[config.mk]
export PLATFORM = sky130hd
export DESIGN_NAME = pipe_skid_reg_flat
export DESIGN_NICKNAME = d
export VERILOG_FILES = /design/src/rtl/pipe_skid_reg_if.sv /design/src/rtl/pipe_skid_reg.sv /design/src/flat_wrapper.sv
export SDC_FILE = /design/constraint.sdc
export NUM_CORES = 1
export LEC_CHECK = 0
export CAP_MARGIN = 10
export CELL_PAD_IN_SITES_DETAIL_PLACEMENT = 0
export CELL_PAD_IN_SITES_GLOBAL_PLACEMENT = 1
export CORE_ASPECT_RATIO = 0.6
export CORE_MARGIN = 2
export CORE_UTILIZATION = 51
export CTS_CLUSTER_DIAMETER = 50
export DETAILED_ROUTE_END_ITERATION = 6
export DONT_BUFFER_PORTS = 1
export GPL_TIMING_DRIVEN = 0
export PLACE_DENSITY = 0.88
export SKIP_LAST_GASP = 1
export SYNTH_ARGS = -nofsm -noshare
export SYNTH_HDL_FRONTEND = slang
export SYNTH_SLANG_ARGS = --single-unit
[constraint.sdc]
create_clock -name clk -period 3.56 [get_ports clk]
set_clock_uncertainty 0.05 [all_clocks]
set_input_delay 1.068 -clock clk [delete_from_list [all_inputs] [get_ports clk]]
set_output_delay 1.068 -clock clk [all_outputs]
set_load 0.01 [all_outputs]
[src/rtl/pipe_skid_reg_if.sv]
// Handshake bundle for pipe_skid_reg: upstream/downstream valid-ready pairs,
// flush, the stall counter and a debug view of the stage state.
interface pipe_skid_reg_if #(
  parameter int DATA_W = 64
);
  // A transfer happens on a rising clk edge where valid and ready are both 1.
  // Valid must not depend on ready; the stage's in_ready depends only on
  // its own state and never on out_ready.
  logic              flush;
  logic              in_valid;
  logic              in_ready;
  logic [DATA_W-1:0] in_data;
  logic              out_valid;
  logic              out_ready;
  logic [DATA_W-1:0] out_data;
  logic [31:0]       stall_cnt;
  logic [1:0]        state;

  modport master (
    output flush, in_valid, in_data, out_ready,
    input  in_ready, out_valid, out_data, stall_cnt, state
  );

  modport slave (
    input  flush, in_valid, in_data, out_ready,
    output in_ready, out_valid, out_data, stall_cnt, state
  );
endinterface

[src/rtl/pipe_skid_reg.sv]
// Pipeline stage with one skid entry: full throughput with a registered in_ready.
// Optional backpressure counter enabled by defining PIPE_STALL_CNT_EN.
module pipe_skid_reg #(
  parameter int                DATA_W     = 64,
  parameter logic [DATA_W-1:0] BUBBLE_VAL = '0
) (
  input  logic             clk,
  input  logic             reset,
  pipe_skid_reg_if.slave   bus
);

  typedef enum logic [1:0] {
    EMPTY = 2'd0,
    ONE   = 2'd1,
    FULL  = 2'd2
  } state_t;

  state_t            state_q     = EMPTY;
  logic [DATA_W-1:0] main_q      = BUBBLE_VAL;
  logic [DATA_W-1:0] skid_q      = BUBBLE_VAL;
  logic              in_ready_q  = 1'b1;
  logic              out_valid_q = 1'b0;

  logic xfer_in;
  logic xfer_out;

  assign xfer_in  = bus.in_valid & in_ready_q;
  assign xfer_out = out_valid_q & bus.out_ready;

  // main_q is forced to BUBBLE_VAL whenever the stage empties, so it can
  // drive out_data directly without a mux.
  always_ff @(posedge clk) begin
    if (reset || bus.flush) begin
      state_q     <= EMPTY;
      main_q      <= BUBBLE_VAL;
      skid_q      <= BUBBLE_VAL;
      in_ready_q  <= 1'b1;
      out_valid_q <= 1'b0;
    end else begin
      case (state_q)
        EMPTY: begin
          if (xfer_in) begin
            main_q      <= bus.in_data;
            state_q     <= ONE;
            out_valid_q <= 1'b1;
            in_ready_q  <= 1'b1;
          end
        end
        ONE: begin
          case ({xfer_in, xfer_out})
            2'b11: main_q <= bus.in_data;
            2'b01: begin
              main_q      <= BUBBLE_VAL;
              state_q     <= EMPTY;
              out_valid_q <= 1'b0;
              in_ready_q  <= 1'b1;
            end
            2'b10: begin
              skid_q     <= bus.in_data;
              state_q    <= FULL;
              in_ready_q <= 1'b0;
            end
            default: ;
          endcase
        end
        FULL: begin
          if (xfer_out) begin
            main_q     <= skid_q;
            skid_q     <= BUBBLE_VAL;
            state_q    <= ONE;
            in_ready_q <= 1'b1;
          end
        end
        default: begin
          state_q     <= EMPTY;
          main_q      <= BUBBLE_VAL;
          skid_q      <= BUBBLE_VAL;
          in_ready_q  <= 1'b1;
          out_valid_q <= 1'b0;
        end
      endcase
    end
  end

  assign bus.in_ready  = in_ready_q;
  assign bus.out_valid = out_valid_q;
  assign bus.out_data  = main_q;
  assign bus.state     = state_q;

`ifdef PIPE_STALL_CNT_EN
  logic [31:0] stall_q = '0;

  // Survives flush on purpose: it measures backpressure over the whole run.
  always_ff @(posedge clk) begin
    if (reset) begin
      stall_q <= '0;
    end else if (out_valid_q && !bus.out_ready && (stall_q != 32'hFFFF_FFFF)) begin
      stall_q <= stall_q + 32'd1;
    end
  end

  assign bus.stall_cnt = stall_q;
`else
  assign bus.stall_cnt = '0;
`endif

endmodule

[src/flat_wrapper.sv]
// flat-port wrapper written by rule: the top's interface ports become plain ports
module pipe_skid_reg_flat 
#(
  parameter int                DATA_W     = 64,
  parameter logic [DATA_W-1:0] BUBBLE_VAL = '0
)
  (clk, reset, bus_flush, bus_in_valid, bus_in_data, bus_out_ready, bus_in_ready, bus_out_valid, bus_out_data, bus_stall_cnt, bus_state);
  pipe_skid_reg_if #(.DATA_W(DATA_W)) bus_i ();
  input  logic clk;
  input  logic reset;
  input wire logic [$bits(bus_i.flush)-1:0] bus_flush;
  input wire logic [$bits(bus_i.in_valid)-1:0] bus_in_valid;
  input wire logic [$bits(bus_i.in_data)-1:0] bus_in_data;
  input wire logic [$bits(bus_i.out_ready)-1:0] bus_out_ready;
  output wire logic [$bits(bus_i.in_ready)-1:0] bus_in_ready;
  output wire logic [$bits(bus_i.out_valid)-1:0] bus_out_valid;
  output wire logic [$bits(bus_i.out_data)-1:0] bus_out_data;
  output wire logic [$bits(bus_i.stall_cnt)-1:0] bus_stall_cnt;
  output wire logic [$bits(bus_i.state)-1:0] bus_state;
  assign bus_i.flush = bus_flush;
  assign bus_i.in_valid = bus_in_valid;
  assign bus_i.in_data = bus_in_data;
  assign bus_i.out_ready = bus_out_ready;
  assign bus_in_ready = bus_i.in_ready;
  assign bus_out_valid = bus_i.out_valid;
  assign bus_out_data = bus_i.out_data;
  assign bus_stall_cnt = bus_i.stall_cnt;
  assign bus_state = bus_i.state;
  pipe_skid_reg #(.DATA_W(DATA_W), .BUBBLE_VAL(BUBBLE_VAL)) u_core (.clk(clk), .reset(reset), .bus(bus_i));
endmodule
* After elaboration in Yosys (flattened, before gate mapping)
Index checks and enable logic that the tools add are counted.
Cells by class: mux-type cells 17, equality and inequality tests 11, bitwise logic cells 4, reduce and logical (&&, ||, !) cells 6
Operator list (count):
- $pmux W64 S3 | 2
- $mux W64 | 4
- $pmux W64 S2 | 1
- $reduce_and A3 Y1 | 4
- $eq A2 B2 Y1 const B | 3
- $ne A2 B1 Y1 const B | 3
- $ne A3 B2 Y1 const B | 2
- $pmux W1 S3 | 2
- $pmux W2 S3 | 1
- $eq A2 B1 Y1 const B | 2
- $mux W2 | 2
- $pmux W2 S2 | 1
- $mux W1 | 3
- $and A1 B1 Y1 | 2
- $logic_not A2 Y1 | 1
- $ne A2 B2 Y1 const B | 1
- $not A1 Y1 | 2
- $pmux W1 S2 | 1
- $logic_or A1 B1 Y1 | 1
Word-level totals: output and inout port bits 100, input port bits 69, bits in registers 132, logic and storage cells 43

* Depth between registers and ports, before layout
depth in word-level cells 4, depth in mapped cells 7, depth with buffers taken out 4

* Worst setup path before layout
OpenSTA, ideal clock, no wires.
path kind in2reg, from input port bus_flush, to register u_core.main_q[0] (netlist: u_core.bus.out_data[0]), data required time 3.418 ns, path buffers 3, library setup time 0.092 ns, stages on the path 5, arrival 2.055 ns, path slack 1.363 ns, cell sequence or2_2 > clkbuf_1 > buf_2 > buf_2 > o32ai_1
Between the ends: cells in the longest elaborated chain, start to end 1
Ends and longest elaborated chain:
- start: declaration | line flat_wrapper.sv:11 | input wire logic [$bits(bus_i.flush)-1:0] bus_flush;
- $logic_or A1 B1 Y1 | line pipe_skid_reg.sv:33 | if (reset || bus.flush) begin
- end signal: assignment | line pipe_skid_reg.sv:43 | main_q <= bus.in_data;
- end signal: assignment | line pipe_skid_reg.sv:51 | 2'b11: main_q <= bus.in_data;
- end signal: assignment | line pipe_skid_reg.sv:68 | main_q <= skid_q;
- end: declaration | line pipe_skid_reg.sv:19 | logic [DATA_W-1:0] main_q = BUBBLE_VAL;
Every way passes these cells. A chain may end at the register's enable or synchronous reset.

* Worst setup path after layout
from input port bus_flush, to register u_core.skid_q[2]
Between the ends: cells in the longest elaborated chain, start to end 1
Ends and longest elaborated chain:
- $logic_or A1 B1 Y1 | line pipe_skid_reg.sv:33
- end signal: assignment | line pipe_skid_reg.sv:59 | skid_q <= bus.in_data;
- end: declaration | line pipe_skid_reg.sv:20 | logic [DATA_W-1:0] skid_q = BUBBLE_VAL;
Every way passes these cells.

==> flow_metrics.tcl <==
set metrics [dict create \
    stdcell_count 857 \
    max_cap_violations 0 \
    synthCells 634 \
    placed_cells 825 \
    rows 30 \
    synth.area.top_cells "dfxtp_1 (44%), mux2i_1 (21%), nand2_1 (12%), o32ai_1 (9.5%), buf_4 (4.3%)" \
    seq_area_um2 2640 \
    grt_overflow 0 \
    grt_pass1_vias 4785 \
    clockRootBuffer "clkbuf_16" \
    dr.pass1.iters 4 \
    holdBufCountCts 0 \
    wl_um 15500 \
    final_antenna_net_count 0 \
    avgSynthCellArea_um2 9.45 \
    die_area_um2 12700 \
    synth.cell_area_um2 5990 \
    clkSinkCount 132 \
    ff2ff_path_depth 4 \
    layout_setup_ws_ns 1.23 \
    slew_headroom 0.474 \
    power_density_nw_per_um2 516 \
    finalInstanceArea_um2 6890 \
    reg2reg_slack_ns 1.52 \
    start_util 0.527 \
    drtIter0Drc 225 \
    cts_buffers 17 \
    viasPerCell 5.53 \
    synthToLayoutAreaGrowth_pct 15.1 \
    worstSkewPairLatency_ns 0.40 \
    r2r_end "u_core.bus.out_data[26]$_SDFFE_PP0P_" \
    wl_per_cell_um 18.1 \
    port_buffers 0 \
    finalSetupViolations 0 \
    worstMarginPinSlew_ns 0.789 \
    placed_cell_area_um2 6300 \
    leakagePower_uw 0.00234 \
    critPathArrivalTime_ns 2.61 \
    yosysTopAreaCellShare 0.441 \
    post_cts_buffers 0 \
    outcome "complete, no violations" \
    grt_max_degree 17 \
    htreeDepth 4 \
    place_ws_ns 0.774 \
    antenna_cells 0 \
    yosys_warnings 0 \
    yosysTopAreaCell "dfxtp_1" \
    multi_input_area_um2 2890 \
    path_clk_slew_ns 0.06 \
    reg2reg_from "u_core.bus.state[0]$_SDFFE_PP0P_" \
    whs_ns 0.408 \
    max_clock_freq_mhz 430 \
    num_vias 4738 \
    critPathKind "input pin to flop" \
    hold_viol_final 0 \
    slew_viol_final 0 \
    holdPathStages 2 \
    cts_tree "yes" \
    cts_max_path_buffers 2 \
    io_pins 169 \
    fin_tns_setup_ns 0 \
    cp.required_ns 3.84 \
    min_from "u_core.skid_q[49]$_SDFFE_PP0P_" \
    hpwlAfterDp_um 11100 \
    startpoint_type "input pin" \
    worstHoldEndpoint "u_core.skid_q[49]$_SDFFE_PP0P_" \
    n_fill_cell 996 \
    drcViolationCount 0 \
    synth.yosys.seq_area_share 0.441 \
    fin_nets 753 \
    rsz0062_at_grt "no" \
    ys_types 27 \
    grt_pass1_wl_um 24500 \
    ys_seq_elements 132 \
    layout-drive-gt1-share 0.155 \
    die_y_um 87.9 \
    grt_usage 0.249 \
    antenna_found_initial 0 \
    ir_drop_mv 0.403 \
    gp_congestion 0.784 \
    min_path_type "flop to flop" \
    die_w_um 144 \
    post-route-period-util 0.653 \
    endpoint_kind "flop" \
    core_um2 11400 \
    cp_max_fo 10 \
    finalCriticalPeriod_ns 2.33 \
    cts.repair.resized 0 \
]
cell families (layout without fill, tap and decap cells):
group | Yosys count | after routing | synth area share
other | 1 | 32 | 0.000626
muxes | 129 | 129 | 0.216
DFF | 132 | 132 | 0.441
and+or+nand+nor | 207 | 207 | 0.135
AOI/OAI and AO/OA | 78 | 78 | 0.111
buffers and inverters | 87 | 119 | 0.0957
sequential cells by signal, summed over array words and instances (netlist names):
signal	count
u_core.bus.out_data	64
u_core.skid_q	64
u_core.bus.state	2
u_core.bus.in_ready	1
u_core.bus.out_valid	1
how the worst max path moves through the flow:
stage               slack [ns]                              endpoint      start  cells past startpoint
floorplan                 1.36   u_core.bus.out_data[0]$_SDFFE_PP0P_  bus_flush                      5
global placement          0.86  u_core.bus.out_data[16]$_SDFFE_PP0P_  bus_flush                      5
detailed placement        0.77  u_core.bus.out_data[17]$_SDFFE_PP0P_  bus_flush                      5
CTS                       1.19         u_core.skid_q[2]$_SDFFE_PP0P_  bus_flush                      5
global route              1.07  u_core.bus.out_data[17]$_SDFFE_PP0P_  bus_flush                      5
finish                    1.23         u_core.skid_q[2]$_SDFFE_PP0P_  bus_flush                      5
Yosys cell counts:
library cell and instances:
and3b_1 1, nand2b_1 2, and3_1 1, nor2_4 2
a2bb2oi_2 1, nand3b_1 1, a21oi_1 3, o21ai_0 1
clkbuf_1 17, buf_4 34, buf_6 12, a21oi_2 1
or2_2 1, mux2_2 1, a21bo_2 1, inv_1 1
dfxtp_1 132, o21bai_1 1, nor2_1 3, mux2i_1 128
o22a_1 1, a31oi_1 3, o32ai_1 65, buf_2 23
nand2_1 196, a21o_1 1, conb_1 1
critical path, cell delays in order:
cell,delay [ns]
nor2_1,0.24
clkbuf_1,0.48
clkbuf_1,0.53
nand2_1,0.14
mux2i_1,0.15
metal layers:
metal	track usage	part of all wire
met5	0	0
met4	0.0686	0.014
met3	0.0990	0.10
met2	0.404	0.46
met1	0.313	0.42
metrics by stage:
step,util,power [uW]
2_1_floorplan,-,1800
3_3_place_gp,0.554,1860
5_1_grt,0.606,3680
4_1_cts,0.606,3580
3_5_place_dp,0.554,1860
6_report,0.606,3550
cells in the final DEF, fill, tap and decap left out, types with 2 or more instances in the layout:
cell type / count
bufinv_16: 2
dfxtp_1: 132
mux2i_1: 128
a21oi_1: 3
a31oi_1: 3
clkbuf_1: 17
nand2b_1: 2
nor2_1: 3
buf_2: 23
buf_6: 12
nor2_4: 2
clkbuf_8: 2
clkbuf_16: 17
clkinv_2: 6
nand2_1: 196
clkinv_4: 3
o32ai_1: 65
buf_4: 34
conb_1: 32
power breakdown:
part | switching (uW) | leakage (uW) | total [uW] | internal (uW)
Sequential | 35.3 | 0.00107 | 1540 | 1510
Combinational | 175 | 0.000976 | 293 | 118
Clock | 653 | 0.000293 | 1720 | 1070
area by class of cell:
type,instances,share of cell area
Buffer,86,0.0826
Clock buffer,19,0.0657
Clock inverter,13,0.0192
Inverter,1,0.000545
Multi-Input combinational cell,446,0.419
Sequential cell,132,0.384
Tap cell,160,0.0291
No activity file was read; power rests on OpenSTA's default activity.
